<file path="src/rtl/aer_rx_dualrail.sv">
// AER dual-rail link receiver.
// Synchronises the sender's bit0/bit1/Dt rails and runs the four-phase handshake:
// one ack per address bit and one senack per end-of-event token. Complete
// ADDR_W-bit addresses (MSB first) are offered downstream on a valid/ready port
// with a single-entry buffer.
module aer_rx_dualrail #(
    parameter int ADDR_W      = 4,
    parameter int SYNC_STAGES = 2,
    parameter int TIMEOUT     = 255
) (
    input  logic              clk,
    input  logic              reset,
    input  logic              bit0,
    input  logic              bit1,
    input  logic              Dt,
    output logic              ack,
    output logic              senack,
    output logic [ADDR_W-1:0] ev_addr,
    output logic              ev_valid,
    input  logic              ev_ready,
    output logic              err
);

    localparam int CNT_W = $clog2(ADDR_W + 1);
    localparam logic [CNT_W-1:0] CNT_FULL = CNT_W'(ADDR_W);
    // The abort fires on the edge where the timer would reach TIMEOUT,
    // so ack/senack fall exactly TIMEOUT cycles after they rose.
    localparam logic [7:0] TMO_LAST = 8'(TIMEOUT - 1);

    typedef enum logic [1:0] {
        COLLECT = 2'd0,
        ACKB    = 2'd1,
        ACKD    = 2'd2,
        ERR     = 2'd3
    } state_t;

    state_t            state_r;
    logic [2:0]        sync_r [SYNC_STAGES];
    logic [2:0]        prev_r;
    logic [ADDR_W-1:0] shift_r;
    logic [CNT_W-1:0]  cnt_r;
    logic [7:0]        timer_r;

    logic [2:0] vec_s;
    logic       stable_s;
    logic       idle_s;
    logic       rail_s;
    logic       tok_s;
    logic       cnt_full_s;
    logic       slot_free_s;
    logic       shift_go_s;
    logic       load_go_s;
    logic       proto_err_s;
    logic       timeout_s;

    // Synchroniser chain on {Dt,bit1,bit0} plus previous-value register for the stability qualifier
    always_ff @(posedge clk) begin
        if (reset) begin
            for (int i = 0; i < SYNC_STAGES; i++) begin
                sync_r[i] <= 3'b000;
            end
            prev_r <= 3'b000;
        end else begin
            sync_r[0] <= {Dt, bit1, bit0};
            for (int i = 1; i < SYNC_STAGES; i++) begin
                sync_r[i] <= sync_r[i-1];
            end
            prev_r <= sync_r[SYNC_STAGES-1];
        end
    end

    // A vector is only acted on once it has held for two consecutive cycles
    assign vec_s       = sync_r[SYNC_STAGES-1];
    assign stable_s    = (vec_s == prev_r);
    assign idle_s      = stable_s && (vec_s == 3'b000);
    assign rail_s      = stable_s && ((vec_s == 3'b001) || (vec_s == 3'b010));
    assign tok_s       = stable_s && (vec_s == 3'b100);
    assign cnt_full_s  = (cnt_r == CNT_FULL);
    assign slot_free_s = !ev_valid || ev_ready;
    assign shift_go_s  = rail_s && !cnt_full_s;
    assign load_go_s   = tok_s && cnt_full_s && slot_free_s;
    // Both rails, token together with a rail, early token, or a bit beyond the address width
    assign proto_err_s = stable_s && ((vec_s == 3'b011)
                                   || (vec_s[2] && (vec_s[1] || vec_s[0]))
                                   || (tok_s && !cnt_full_s)
                                   || (rail_s && cnt_full_s));
    assign timeout_s   = (timer_r == TMO_LAST);

    // Handshake FSM, address assembly and single-entry output buffer
    always_ff @(posedge clk) begin
        if (reset) begin
            state_r  <= COLLECT;
            ack      <= 1'b0;
            senack   <= 1'b0;
            err      <= 1'b0;
            ev_valid <= 1'b0;
            ev_addr  <= '0;
            shift_r  <= '0;
            cnt_r    <= '0;
            timer_r  <= 8'd0;
        end else begin
            err <= 1'b0;
            // Downstream handshake frees the slot; a same-cycle reload below wins
            if (ev_valid && ev_ready) begin
                ev_valid <= 1'b0;
            end
            case (state_r)
                COLLECT: begin
                    if (shift_go_s) begin
                        shift_r <= {shift_r[ADDR_W-2:0], vec_s[1]};
                        cnt_r   <= cnt_r + CNT_W'(1);
                        ack     <= 1'b1;
                        timer_r <= 8'd0;
                        state_r <= ACKB;
                    end else if (load_go_s) begin
                        ev_addr  <= shift_r;
                        ev_valid <= 1'b1;
                        senack   <= 1'b1;
                        timer_r  <= 8'd0;
                        state_r  <= ACKD;
                    end else if (proto_err_s) begin
                        ack     <= 1'b0;
                        senack  <= 1'b0;
                        shift_r <= '0;
                        cnt_r   <= '0;
                        err     <= 1'b1;
                        state_r <= ERR;
                    end else begin
                        // Idle, or token held back until the output slot frees
                        state_r <= COLLECT;
                    end
                end
                ACKB: begin
                    if (idle_s) begin
                        ack     <= 1'b0;
                        state_r <= COLLECT;
                    end else if (timeout_s) begin
                        ack     <= 1'b0;
                        senack  <= 1'b0;
                        shift_r <= '0;
                        cnt_r   <= '0;
                        err     <= 1'b1;
                        state_r <= ERR;
                    end else begin
                        timer_r <= timer_r + 8'd1;
                    end
                end
                ACKD: begin
                    if (idle_s) begin
                        senack  <= 1'b0;
                        cnt_r   <= '0;
                        state_r <= COLLECT;
                    end else if (timeout_s) begin
                        ack     <= 1'b0;
                        senack  <= 1'b0;
                        shift_r <= '0;
                        cnt_r   <= '0;
                        err     <= 1'b1;
                        state_r <= ERR;
                    end else begin
                        timer_r <= timer_r + 8'd1;
                    end
                end
                ERR: begin
                    // Wait for the sender to release all lines before listening again
                    if (idle_s) begin
                        state_r <= COLLECT;
                    end else begin
                        state_r <= ERR;
                    end
                end
                default: begin
                    ack     <= 1'b0;
                    senack  <= 1'b0;
                    state_r <= COLLECT;
                end
            endcase
        end
    end

endmodule

</file>
<file path="config.mk">
export PLATFORM = sky130hd
export DESIGN_NAME = aer_rx_dualrail
export DESIGN_NICKNAME = d
export VERILOG_FILES = /design/src/rtl/aer_rx_dualrail.sv
export SDC_FILE = /design/constraint.sdc
export NUM_CORES = 1
export LEC_CHECK = 0
export BUFFER_PORTS_ARGS = -buffer_cell sky130_fd_sc_hd__buf_2
export CAP_MARGIN = 20
export CORE_MARGIN = 2
export CORE_UTILIZATION = 63
export DETAILED_ROUTE_END_ITERATION = 8
export PLACE_DENSITY = 0.83
export SYNTH_ARGS = -nofsm -noshare
export SYNTH_HDL_FRONTEND = slang
export SYNTH_SLANG_ARGS = --single-unit
</file>
<file path="constraint.sdc">
create_clock -name clk -period 4.85 [get_ports clk]
set_input_delay 0.7275 -clock clk [delete_from_list [all_inputs] [get_ports clk]]
set_output_delay 0.7275 -clock clk [all_outputs]
set_load 0.02 [all_outputs]
</file>
### Yosys cells after proc, flatten, opt, wreduce, memory -nomap -nowiden

Memories as Yosys holds them, arrays and structs flattened.
Index checks and enable logic that the tools add are counted.

| storage, ports and cells | value |
|---|---|
| bits in latches | 0 |
| memories | 1 |
| bits in writable memories | 6 |
| register bits | 28 |
| bits in read-only memories | 0 |
| output and inout bits | 8 |

Memory list:

| memory | depth | width | read ports | clocked after Yosys merged registers in | write ports | RTL line | text |
|---|---|---|---|---|---|---|---|
| sync_r | 2 | 3 | 2 | 0 | 2 | 38 | `logic [2:0] sync_r [SYNC_STAGES];` |

| cells by class | value |
|---|---|
| eq/ne operators | 21 |
| shift-type cells | 0 |
| order comparisons | 0 |
| multiply operators | 0 |
| divide/modulo/power cells | 0 |
| muxes and demuxes | 53 |
| reductions and logical operators | 30 |
| bitwise gates (word level) | 3 |
| add/sub/neg operators | 2 |

Operators with widths:

| kind | count |
|---|---|
| 8-bit two-way mux | 4 |
| 3-bit two-way mux | 8 |
| 1-bit two-way mux | 23 |
| 4-bit two-way mux | 5 |
| 8-bit case mux with 2 select lines | 1 |
| 4-bit AND reduction | 4 |
| 2-bit two-way mux | 6 |
| 3-bit != test (second input constant) | 4 |
| 1-bit logical AND | 11 |
| 2-bit != test (second input constant) | 5 |
| 3-bit case mux with 3 select lines | 1 |
| 8-bit by 1-bit adder with 8-bit output (second input constant) | 1 |
| 8-bit == test (second input constant) | 1 |
| 4-bit case mux with 2 select lines | 1 |
| 3-bit by 2-bit == test with 1-bit output (second input constant) | 2 |
| 3-bit == test (second input constant) | 2 |
| 1-bit logical OR | 6 |
| 1-bit case mux with 3 select lines | 2 |
| 2-bit case mux with 3 select lines | 1 |
| 5-bit AND reduction | 1 |
| 2-bit == test (second input constant) | 2 |
| 3-bit by 1-bit adder with 3-bit output (second input constant) | 1 |
| 3-bit by 1-bit == test with 1-bit output (second input constant) | 1 |
| 3-bit == test | 1 |
| other kinds (13) | 15 |

### Depth between registers and ports, before layout

Gate-level depths: netlist of the first run.

| depth | value |
|---|---|
| depth in word-level cells | 10 |
| mapped depth | 9 |

### Least setup slack after synthesis of the first run

No wires, ideal clock.

| path | value |
|---|---|
| kind | register to register |
| from | register cnt_r[0] |
| to | register timer_r[3] |
| setup slack | 2.846 ns |
| setup time | 0.070 ns |
| path buffers | 0 |
| stages on the path, launching flop included | 8 |
| clock period less this slack | 2.004 ns |
| arrival time | 1.934 ns |
| cell sequence | dfxtp_1 inv_1 ha_1 and2_1 or3_4 o211a_4 or4_1 a21oi_1 |

| on the way | value |
|---|---|
| word-level cells in the longest chain between the ends | 5 |
| elaborated cells on any way between the ends | 9 |
| classes of those cells | eq/ne (2); mux (2); reduce/logical (5) |

RTL lines:

| element | RTL line | text |
|---|---|---|
| from (decl) | 41 | `logic [CNT_W-1:0] cnt_r;` |
| from (signal assigned) | 111 | `cnt_r <= cnt_r + CNT_W'(1);` |
| 3-bit == test (*) | 78 | `assign cnt_full_s = (cnt_r == CNT_FULL);` |
| 1-bit zero test / 1-bit logical AND (equally long branches) | 80, 81 |  |
| 1-bit logical AND, on equally long branches | 80, 81 |  |
| 3-bit != test (no source line) / 8-bit two-way mux (equally long branches) | n/a |  |
| 4-bit AND reduction (no source line) / 8-bit case mux with 2 select lines (equally long branches) | n/a |  |
| to (signal assigned) | 145 | `timer_r <= timer_r + 8'd1;` |
| to (signal assigned) | 161 | `timer_r <= timer_r + 8'd1;` |
| to (decl) | 42 | `logic [7:0] timer_r;` |

Mark *: on every way between the ends. The rest lies on a longest branch, timed or not.
A chain may end at the register's enable or synchronous reset.

### Final worst setup path of the first run

| path | value |
|---|---|
| from | register state_r[0] |
| to | register timer_r[6] |

| on the way | value |
|---|---|
| word-level cells in the longest chain between the ends | 4 |
| elaborated cells on any way between the ends | 10 |
| classes of those cells | eq/ne (5); mux (1); reduce/logical (4) |

RTL lines:

| element | RTL line | text |
|---|---|---|
| from (decl) | 37 | `state_t state_r;` |
| from (signal assigned) | 92 | `state_r <= COLLECT;` |
| from (signal assigned) | 114 | `state_r <= ACKB;` |
| from (signal assigned) | 120 | `state_r <= ACKD;` |
| 2-bit == test / 2-bit by 1-bit == test with 1-bit output (equally long branches) | 107 | `case (state_r)` |
| 2-bit OR reduction (no source line) | n/a |  |
| 2-bit != test (no source line) / 2-bit nonzero test (equally long branches) | n/a |  |
| 4-bit AND reduction (no source line) | n/a |  |

Several ways; a longest one is shown, not always the timed one.

==> results of run 1 <==
[power by group through the flow]
stage          logic, W  registers (W)  clock network (W)
2_1_floorplan  0.000152       0.000310                  0
3_3_place_gp   0.000175       0.000311                  0
3_5_place_dp   0.000183       0.000313                  0
4_1_cts        0.000187       0.000306           0.000166
5_1_grt        0.000207       0.000309           0.000179
6_report       0.000192       0.000306           0.000163
[through the flow]
stage | area [µm²] | power (W) | std cells
finish | 1840 | 0.000661 | 238
global route | 1840 | 0.000695 | 238
CTS | 1840 | 0.000658 | 238
detailed placement | 1780 | 0.000496 | 230
global placement | 1780 | 0.000487 | 230
floorplan | 1720 | 0.000463 | 195
[cells in the mapped netlist, types with 4 or more instances]
cell type	n	area share, %
mux2i_1	8	4.6
a21oi_1	16	4.6
and2_1	4	1.5
o21ai_1	6	1.7
inv_1	9	2.0
nand2_1	13	2.8
nor2b_1	9	3.3
ha_1	9	6.5
clkbuf_1	6	1.3
xnor2_1	4	2.0
or4_1	6	2.6
nand3_1	13	3.8
dfxtp_1	34	40
o21ai_0	5	1.5
nor2_1	9	2.0
nand4_1	4	1.5
o31ai_1	6	2.6
[worst max-delay path, stage by stage (launching register included)]
cell and delay, ns:
dfxtp_1 0.39, inv_1 0.10, ha_1 0.43, nand4_1 0.14
o22a_1 0.14, o21ai_1 0.31, or4_1 0.58, a21oi_1 0.15
[area by class of cell]
type	instances	area share, %
multi-input combinational	144	52.2
sequential	34	36.9
timing repair buffer	13	3.53
clock buffer	6	2.78
tap	30	2.04
inverter	9	1.83
clock inverter	2	0.678
[sequential cells by signal, indices dropped and copies added, names as in the netlist]
name	count
timer_r	8
sync_r	6
ev_addr	4
shift_r	4
cnt_r	3
prev_r	3
state_r	2
ack	1
err	1
ev_valid	1
senack	1
[worst max-delay path by stage]
stage	slack [ns]	from	to
floorplan	2.85	cnt_r[0]	timer_r[3]
global placement	2.71	cnt_r[0]	timer_r[4]
detailed placement	2.59	cnt_r[0]	timer_r[6]
CTS	2.57	cnt_r[0]	timer_r[7]
global route	2.29	cnt_r[0]	timer_r[7]
finish	2.54	state_r[0]	timer_r[6]
[kinds of logic (layout without fill, tap and decap cells)]
family / Yosys count / count (layout) / synth area share [%]
buffers and inverters: 17 / 30 / 4.57
adder cells (fa/ha/maj): 9 / 9 / 6.54
AND/OR/NAND/NOR: 74 / 74 / 24.3
XOR/XNOR: 4 / 4 / 2.03
flip-flops: 34 / 34 / 39.5
AO/OA/AOI/OAI: 49 / 49 / 18.4
multiplexers: 8 / 8 / 4.65
[layout by cell type (no fill, tap or decap), types with 8 or more instances in the layout]
cell     count
nor2b_1      9
nor2_1       9
ha_1         9
buf_2       13
mux2i_1      8
dfxtp_1     34
nand2_1     13
inv_1        9
nand3_1     13
a21oi_1     16
[routing by layer]
metal	up-vias	GRT usage, %	wire, µm
li1	726	-	-
met1	691	31.2	1640
met2	56	34.8	1570
met3	9	5.53	206
met4	0	10.9	56
met5	-	0	0
==> impl_metrics.ini, run 1 <==
[cells_and_area]
final_util_pct = 72.5
fillers = 192
syn2layout_area_growth_pct = 7.04
diodes = 0
fin_nets = 222
multi_input_area_um2 = 963
drive_gt1_share_pct = 12.5
seqCellArea_um2 = 681

[global_route]
grt.total_usage_pct = 23.1
grt_max_degree = 21
grt_pass1_vias = 1316
antenna_found_initial = 0
grt.overflow.total = 0
grt_pass1_wl_um = 5740

[worst_hold_path]
hold_path_startpoint = sync_r[0][1]
hold_class = register to register
hold_end = sync_r[0][4]
worstHoldPathCells = 1

[logic_synthesis]
synth_edf_count = 0
ys_types = 42
syn-cell-area_um2 = 1720
yosysSeqAreaShare_pct = 39.5
yosysWarnings = 0
synth.avg_cell_area_um2 = 8.84
synth_cells = 195
async_reset_ff_share_pct = 0
dominantRegCellSynth = dfxtp_1
syn_nets = 210
synth_seq_cells = 34

[drt]
ant_nets = 0
dr.pass1.iters = 4
wl_um = 3470
drt-initial-drc-count = 56
drcViolationCount = 0
via_count = 1482
wire_per_inst_um = 14.6
vias_per_cell = 6.23

[timing]
min_period_ns = 2.31
fin_crit_sh_pct = 47.6
fin_skew_ns = 0.00764
slew_viol_final = 0
tns_ns = 0
max-slew-margin-rel_pct = 35.4
worst_pin_slew_ns = 0.962
setup_viol = 0
final.setup.worst_slack_ns = 2.54
rsz0062_at_grt = false
max_freq_mhz = 433
timing.hold.ws_ns = 0.455
hold_viol_final = 0

[power_and_ir_drop]
powerDensity_nw_per_um2 = 359
peakVddDrop_mv = 0.269
clkPwrFrac_pct = 24.7
p_sw_share_pct = 35.1
internal_power_w = 0.000429
total_leakage_power_nw = 0.698
seq_power_share_pct = 46.2
p_comb_share_pct = 29.1
netSwitchingPower_w = 0.000232

[setup_path]
cp-start-kind = register
worst_ep_arrival_time_ns = 2.58
required_ns = 5.12
r2r-start = state_r[0]
rr_endpoint = timer_r[6]
worst_setup_path_end_kind = register
rrSetupSlack_ns = 2.54
criticalPathCategory = register to register
reg2reg_depth = 7
path_max_fanout = 16

[die]
ios = 14
die_w_um = 56.3
die_area_um2 = 3170
row_count = 18
core_area_um2 = 2540
start_util_pct = 67.7
fp.dieH_um = 56.3

[cts]
hold_buffers = 0
ctsLongestPathBuffers = 2
path_clk_slew_ns = 0.10
tritoncts = yes
cts_root_buf = clkbuf_4
clk_latency_ns = 0.33
cts.sinks = 34
cts_made_buffers = 5
cts.htree.levels = 2
ctsResizeCount = 0
cts_setup_buffers = 0

[flow_run]
cap_violations = 0

[placement]
io_buffer_count = 13
gp_congestion = 0.831
dpl_worst_slack_ns = 2.59
dp_hpwl_um = 2500

[outcome]
outcome = complete, no violations
(Power assumes the default switching activity.)
==> run 2: changes to the inputs <==
- CORE_UTILIZATION: 63 -> 58
- PLACE_DENSITY: 0.83 -> 0.78
- clock period: 4.85 -> 2.33 ns (I/O delays scaled with it)
==> impl_metrics.ini, run 2 (same netlist as run 1, synthesis figures left out) <==
[setup_path]
worst_setup_path_end_kind = register
critical-path-slowest-cell = or4_1
critical-path-top-delay-family = simple AND/OR/NAND/NOR gates
worst_ep_arrival_time_ns = 2.50
required_ns = 2.60
cp-start-kind = register
criticalPathCategory = register to register
path_max_fanout = 16
crit_path_cell_trace = inv_1 > ha_1 > and2_1 > or3_4 > o211a_4 > or4_1 > a21oi_1
crit_buf_inv = 1
critPathMaxStageDelay_ns = 0.52

[timing]
slew_viol_final = 0
hold_viol_final = 0
max_freq_mhz = 448
fin_skew_ns = 0.0142
timing.hold.ws_ns = 0.226
fin_crit_sh_pct = 95.8
tns_ns = 0
min_period_ns = 2.23
rsz0062_at_grt = false
setup_viol = 0
max-slew-margin-rel_pct = 62.8
worst_pin_slew_ns = 0.558

[power_and_ir_drop]
internal_power_w = 0.000878
netSwitchingPower_w = 0.000485
peakVddDrop_mv = 0.619
seq_power_share_pct = 46.8
total_leakage_power_nw = 0.717
clkPwrFrac_pct = 23.3
powerDensity_nw_per_um2 = 725
p_comb_share_pct = 29.9
p_sw_share_pct = 35.6

[drt]
met1_length_um = 1640
ant_nets = 0
wl_met3_um = 134
wl_um = 3580
wire_per_inst_um = 14.7
drt-initial-drc-count = 85
drcViolationCount = 0
dr_wl_met2_um = 1730
via_count = 1492
vias_per_cell = 6.14
routed.top_layer = met4
dr.pass1.iters = 4

[die]
die_area_um2 = 3420
row_count = 19
core_area_um2 = 2780
fp.dieH_um = 58.5
ios = 14
start_util_pct = 61.9
die_w_um = 58.5

[cts]
cts.sinks = 34
cts_root_buf = clkbuf_4
hold_buffers = 0
cts.htree.levels = 2
ctsLongestPathBuffers = 2
path_clk_slew_ns = 0.10
cts_setup_buffers = 0
cts_made_buffers = 5
clk_latency_ns = 0.34
ctsResizeCount = 0
tritoncts = yes

[placement]
dp_hpwl_um = 2590
gp_congestion = 0.864
io_buffer_count = 13

[flow_run]
cap_violations = 0

[cells_and_area]
fillers = 229
fin_nets = 226
layout_common_cells = dfxtp_1 (34), a21oi_1 (16), nand3_1 (13), nand2_1 (13), buf_2 (13)
drive_gt1_share_pct = 15.1
reg_top3 = timer_r x8, sync_r x6
top_register = timer_r
final_common_cell = dfxtp_1
syn2layout_area_growth_pct = 9.15
largest_reg_flops = 8
diodes = 0

[worst_hold_path]
hold_class = input port to register

[global_route]
grt_pass1_wl_um = 5970
grt.total_usage_pct = 22.7
grt_pass1_vias = 1418
grt_max_degree = 21
antenna_found_initial = 0
grt.overflow.total = 0

[outcome]
outcome = complete, no violations
==> run 2: layer usage <==
layer | up-vias | GRT usage [%]
met2 | 36 | 39.2
li1 | 744 | -
met5 | - | 0
met4 | 0 | 8.97
met1 | 702 | 27.3
met3 | 10 | 5.27
==> run 2: power groups by stage <==
stage                     clock (W)  combinational, W  sequential, W
after floorplan                   0          0.000317       0.000646
after global placement            0          0.000376       0.000648
after detailed placement          0          0.000390       0.000651
after CTS                  0.000322          0.000394       0.000637
after global routing       0.000350          0.000449       0.000643
final                      0.000317          0.000408       0.000638
==> run 2: path summary, 6_finish.rpt <==
check | from | to | slack [ns] | cells past startpoint
max | cnt_r[0] | timer_r[4] | 0.1 | 7
min | bit0 | sync_r[0][0] | 0.23 | 2
max reg2reg | cnt_r[0] | timer_r[4] | 0.1 | 7
min reg2reg | sync_r[0][2] | sync_r[0][5] | 0.44 | 1
==> run 2: worst reg2reg max path: stages, from the launching register on <==
cell     delay [ns]
dfxtp_1        0.36
inv_1          0.07
ha_1           0.22
and2_1         0.18
or3_4          0.35
o211a_4        0.30
or4_1          0.53
a21oi_1        0.16
==> run 2: final cells by class <==
class	count	area, µm²	share of cell area, %
well taps	31	38.8	2.06
multi-input cells	144	973	51.8
inverters	9	33.8	1.80
clock buffers	5	37.5	2.00
flip-flops and latches	34	681	36.2
repair buffers	17	95.1	5.06
clock inverters	3	21.3	1.13
==> run 2: stage by stage <==
stage	area (µm²)	setup WS, ns	instances	util [%]	power, W
5_1_grt	1880	0.0184	243	67.6	0.00144
6_report	1880	0.0981	243	67.6	0.00136
3_5_place_dp	1810	0.0916	235	65.1	0.00104
3_3_place_gp	1810	0.224	235	65.1	0.00102
2_1_floorplan	1720	0.326	195	-	0.000964
4_1_cts	1870	0.0701	243	67.3	0.00135
